[config.mk]
export PLATFORM = sky130hd
export DESIGN_NAME = mult_div_unit
export DESIGN_NICKNAME = d
export VERILOG_FILES = /design/src/rtl/mult_div_unit.sv
export SDC_FILE = /design/constraint.sdc
export NUM_CORES = 1
export LEC_CHECK = 0
export CORE_MARGIN = 4
export CORE_UTILIZATION = 40
export CTS_BUF_LIST = sky130_fd_sc_hd__clkbuf_8
export CTS_CLUSTER_SIZE = 28
export DETAILED_ROUTE_END_ITERATION = 10
export GPL_ROUTABILITY_DRIVEN = 0
export HOLD_SLACK_MARGIN = 0.12
export SYNTH_ARGS = -nofsm -noshare
export SYNTH_HDL_FRONTEND = slang
export SYNTH_SLANG_ARGS = --single-unit
[constraint.sdc]
create_clock -name clk -period 5.08 [get_ports clk]
set_clock_uncertainty 0.2 [all_clocks]
set_input_delay 1.016 -clock clk [delete_from_list [all_inputs] [get_ports clk]]
set_output_delay 1.016 -clock clk [all_outputs]
set_load 0.05 [all_outputs]
[src/rtl/mult_div_unit.sv]
// Iterative signed/unsigned multiply/divide unit with a start/done handshake and HI/LO results.
// Optional build macro MDU_EARLY_EXIT_EN: MULT/MULTU leave RUN once the remaining multiplier is zero.
module mult_div_unit #(
  parameter int WIDTH = 32
) (
  input  logic             clk,
  input  logic             reset,
  input  logic             start,
  input  logic [1:0]       op,
  input  logic [WIDTH-1:0] a,
  input  logic [WIDTH-1:0] b,
  output logic             busy,
  output logic             done,
  output logic [WIDTH-1:0] hi,
  output logic [WIDTH-1:0] lo,
  output logic             div0
);

  localparam int CW = $clog2(WIDTH) + 1;

  typedef enum logic [2:0] {IDLE, PREP, RUN, FIX, DONE} state_t;

  state_t state, stateNext;

  logic [WIDTH-1:0]   opA, opB;
  logic [1:0]         opReg;
  logic               negMain, negRem;
  logic [2*WIDTH-1:0] acc, mcand;
  logic [WIDTH-1:0]   mplier;
  logic [CW-1:0]      cnt;

  logic               isDiv, isSigned, aNeg, bNeg, divZero, lastIter, runExit, divGe;
  logic [WIDTH-1:0]   magA, magB, mplierNext, divTrial, newRem, fixQ, fixR;
  logic [WIDTH:0]     divShift;
  logic [2*WIDTH-1:0] fixProd;

  always_comb begin
    isDiv    = opReg[1];
    isSigned = ~opReg[0];
    aNeg     = isSigned & opA[WIDTH-1];
    bNeg     = isSigned & opB[WIDTH-1];
    // |MIN| keeps the MIN bit pattern, which is the correct unsigned magnitude
    magA     = aNeg ? -opA : opA;
    magB     = bNeg ? -opB : opB;
    divZero  = isDiv && (opB == '0);

    mplierNext = mplier >> 1;
    lastIter   = (cnt == CW'(WIDTH - 1));
`ifdef MDU_EARLY_EXIT_EN
    runExit    = lastIter || (!isDiv && (mplierNext == '0));
`else
    runExit    = lastIter;
`endif

    // Restoring step: acc holds {remainder, dividend/quotient}; divisor sits in mcand low half
    divShift = {acc[2*WIDTH-1:WIDTH], acc[WIDTH-1]};
    divGe    = (divShift >= {1'b0, mcand[WIDTH-1:0]});
    divTrial = divShift[WIDTH-1:0] - mcand[WIDTH-1:0];
    newRem   = divGe ? divTrial : divShift[WIDTH-1:0];

    fixProd = negMain ? -acc : acc;
    fixQ    = negMain ? -acc[WIDTH-1:0] : acc[WIDTH-1:0];
    fixR    = negRem  ? -acc[2*WIDTH-1:WIDTH] : acc[2*WIDTH-1:WIDTH];
  end

  always_ff @(posedge clk) begin
    if (reset) state <= IDLE;
    else       state <= stateNext;
  end

  always_comb begin
    stateNext = state;
    busy      = 1'b0;
    done      = 1'b0;
    case (state)
      IDLE: if (start) stateNext = PREP;
      PREP: begin
        busy      = 1'b1;
        stateNext = divZero ? DONE : RUN;
      end
      RUN: begin
        busy = 1'b1;
        if (runExit) stateNext = FIX;
      end
      FIX: begin
        busy      = 1'b1;
        stateNext = DONE;
      end
      DONE: begin
        done      = 1'b1;
        stateNext = IDLE;
      end
      default: stateNext = IDLE;
    endcase
  end

  always_ff @(posedge clk) begin
    if (reset) begin
      opA     <= '0;
      opB     <= '0;
      opReg   <= '0;
      negMain <= 1'b0;
      negRem  <= 1'b0;
      acc     <= '0;
      mcand   <= '0;
      mplier  <= '0;
      cnt     <= '0;
      hi      <= '0;
      lo      <= '0;
      div0    <= 1'b0;
    end else begin
      case (state)
        IDLE: if (start) begin
          opA   <= a;
          opB   <= b;
          opReg <= op;
          div0  <= 1'b0;
        end
        PREP: begin
          if (divZero) begin
            div0 <= 1'b1;
          end else begin
            negMain <= aNeg ^ bNeg;
            negRem  <= aNeg;
            cnt     <= '0;
            if (isDiv) begin
              acc   <= {{WIDTH{1'b0}}, magA};
              mcand <= {{WIDTH{1'b0}}, magB};
            end else begin
              acc    <= '0;
              mcand  <= {{WIDTH{1'b0}}, magA};
              mplier <= magB;
            end
          end
        end
        RUN: begin
          cnt <= runExit ? '0 : cnt + CW'(1);
          if (isDiv) begin
            acc <= {newRem, acc[WIDTH-2:0], divGe};
          end else begin
            if (mplier[0]) acc <= acc + mcand;
            mcand  <= mcand << 1;
            mplier <= mplierNext;
          end
        end
        FIX: begin
          if (isDiv) begin
            hi <= fixR;
            lo <= fixQ;
          end else begin
            hi <= fixProd[2*WIDTH-1:WIDTH];
            lo <= fixProd[WIDTH-1:0];
          end
        end
        default: ;
      endcase
    end
  end

endmodule

==> metrics.cfg <==
[clock_network]
clk-insertion-delay-late_ns=0.68
tritoncts=done
clk_pin_slew_worst_paths_ns=0.06
post-cts-setup-buffers=0
cts-hold-fix-buffers=0
htreeDepth=2
postCtsResizedCells=0
ctsLongestPathBuffers=3
clock_tree.root_cell=sky130_fd_sc_hd__clkbuf_8
cts_buffers=57
numClockSinks=302

[timing]
fin_tns_setup_ns=0
max_clock_freq_mhz=239
slew_at_the_pin_with_the_worst_max_slew_slack_ns=1.19
slew_viol_final=0
relSlewSlack_pct=20.3
finalCritPeriodShare_pct=82.2
rsz0062_at_grt=no
finish_stage_setup_viols=0
min_period_ns=4.18
finalHoldViolCount=0
fin_hold_ws_ns=0.247

[synth]
synth_most_common_cell=sky130_fd_sc_hd__nand2_1
synthesis.nets=2991
synth_edf_count=0
post_synth_inst_count=2820
synth_flop_cell=sky130_fd_sc_hd__dfxtp_1
synth_async_sr_flop_share_pct=0
syn_avg_cell_area_um2=7.32
ys_warn_count=0
synth_seq_area_share_pct=29.3
yosys.cell_types.count=76
synth_commonest_cells=sky130_fd_sc_hd__nand2_1 (396), sky130_fd_sc_hd__a21oi_1 (358), sky130_fd_sc_hd__nor2_1 (308)
syn_area_mm2=0.0206
post-synth-top-area-fraction_pct=29.3
synth-seq-cells=302
synth.top_cells.by_area=sky130_fd_sc_hd__dfxtp_1 (29%), sky130_fd_sc_hd__a21oi_1 (8.7%), sky130_fd_sc_hd__nand2_1 (7.2%)
synth.largest_area_cell=sky130_fd_sc_hd__dfxtp_1

[placed_design]
count_of_buffers_from_port_buffering=135
placement.cell_area_mm2=0.0225
place_inst=3482
detailed_place_hpwl_um=55200

[drt]
drt-pass1-iter-count=6
detail_route.wl_per_cell_um=20.4
routed_wirelength_um=73300
vias=21471
route.detailed.drc=0
route.detailed.vias_per_inst=5.98
antenna_violating_nets_post_route=0
drt_iter0_markers=2297

[worst_hold_path]
hold_class=reg -> reg

[die]
floorplan.initialDensity_pct=40.8
rows=82
io-pin-count=136
floorplan.core_area_mm2=0.0506
die_width_um=235
floorplan.die_area_mm2=0.0553
die_y_um=235

[pwr]
power.leakage_nw=9.26
peakVddDrop_uv=188
power_density_mw_per_mm2=328

[worst_setup_path]
kind_of_end_point_of_the_critical_path=flip-flop
path_class=reg -> reg
worst_ep_arrival_time_ns=4.52
start_kind=flip-flop
crit_fanout=5
cp.required_ns=5.42

[cells_and_area]
layout.cells.non_filler=3589
finish.instance_area_mm2=0.0238
synthToLayoutAreaGrowth_pct=15.2
fin_nets=3040
diodes=0
drive_above_1_share_pct=5.35

[job]
max_cap_violations=0

[global_route]
first_global_vias=20068
grt_first_pass_wirelength_um=114000
track_usage_pct=25.0
antenna_found_initial=0
grt_max_degree=201
grt.overflow.total=0

[outcome]
outcome=completed

==> kinds of logic (layout without fill, tap and decap cells) <==
logic type	Yosys count	after routing	synth area share (%)
compound gates	890	890	26.9
xor+xnor	197	197	8.36
fa+ha+maj	102	102	6.26
buf+inv	266	363	4.86
flops	302	302	29.3
mux	52	52	2.54
simple gates	1011	1011	21.8
==> cell type report <==
type	instances	area (um2)
flip-flops and latches	302	6050
clock buffers	69	950
repair buffers	175	1680
fillers	5111	26800
well taps	672	841
clock inverters	38	299
inverters	81	304
multi-input cells	2252	13600
==> critical path, stage by stage (launching register included) <==
cell and delay [ns]:
sky130_fd_sc_hd__dfxtp_1 0.51, sky130_fd_sc_hd__ha_1 0.27, sky130_fd_sc_hd__fa_1 0.24, sky130_fd_sc_hd__a21o_1 0.16, sky130_fd_sc_hd__a221o_1 0.24, sky130_fd_sc_hd__nand4_1 0.13, sky130_fd_sc_hd__o311ai_1 0.57, sky130_fd_sc_hd__a21oi_1 0.42
sky130_fd_sc_hd__o311ai_1 0.58, sky130_fd_sc_hd__a41oi_1 0.20, sky130_fd_sc_hd__xor2_1 0.19, sky130_fd_sc_hd__a21oi_1 0.10, sky130_fd_sc_hd__a22o_1 0.21
==> stage by stage <==
step,utilization [%],total power [mW],setup slack (ns)
floorplan,-,4.42,1.53
global placement,44.5,5.14,1.17
detailed placement,44.5,5.17,1.11
CTS,47.0,7.80,1.04
global route,47.0,8.19,0.787
finish,47.0,7.79,0.902
==> flip-flops by register name, indices dropped and copies added, names as in the netlist <==
| signal | flops |
|---|---|
| negMain | 1 |
| opB | 32 |
| negRem | 1 |
| opA | 32 |
| div0 | 1 |
| hi | 32 |
| lo | 32 |
| mcand | 64 |
| mplier | 32 |
| acc | 64 |
| state | 3 |
| opReg | 2 |
| cnt | 6 |
==> placed cells by master (no fill, tap or decap), types with 43 or more instances in the layout <==
| cell | synthesis | routed |
|---|---|---|
| sky130_fd_sc_hd__a211oi_1 | 151 | 151 |
| sky130_fd_sc_hd__a21o_1 | 43 | 43 |
| sky130_fd_sc_hd__a21oi_1 | 358 | 356 |
| sky130_fd_sc_hd__clkbuf_8 | 0 | 70 |
| sky130_fd_sc_hd__clkdlybuf4s50_1 | 0 | 134 |
| sky130_fd_sc_hd__dfxtp_1 | 302 | 301 |
| sky130_fd_sc_hd__ha_1 | 100 | 100 |
| sky130_fd_sc_hd__inv_1 | 80 | 99 |
| sky130_fd_sc_hd__mux2i_1 | 49 | 49 |
| sky130_fd_sc_hd__nand2_1 | 396 | 394 |
| sky130_fd_sc_hd__nand3_1 | 69 | 68 |
| sky130_fd_sc_hd__nor2_1 | 308 | 306 |
| sky130_fd_sc_hd__nor3_1 | 52 | 51 |
| sky130_fd_sc_hd__o21ai_0 | 133 | 133 |
| sky130_fd_sc_hd__xnor2_1 | 82 | 82 |
| sky130_fd_sc_hd__xor2_1 | 115 | 115 |
==> final timing paths <==
path	startpoint	end	slack (ns)	depth (start not counted)
worst max-delay path	mcand[0]	acc[62]	0.90	12
worst min-delay path	hi[4]	hi[4]	0.25	2
worst max register to register	mcand[0]	acc[62]	0.90	12
worst min register to register	hi[4]	hi[4]	0.25	2
==> per-layer routing <==
layer | track usage [%] | share of wire [%] | vias up
met5 | 0 | 0 | -
met4 | 8.27 | 3.1 | 0
met3 | 5.28 | 9.9 | 156
met2 | 38.7 | 43 | 1030
met1 | 34.8 | 44 | 10033
li1 | - | - | 10252
==> where the power goes <==
group          switching (mW)  total (mW)  internal, mW  leakage (nW)
Combinational            1.55        2.38         0.824          6.08
Sequential              0.270        2.81          2.54          2.46
Clock                    1.15        2.60          1.45         0.716
Total                    2.97        7.79          4.82          9.26
Note: power is estimated with default switching activity, not from simulation.
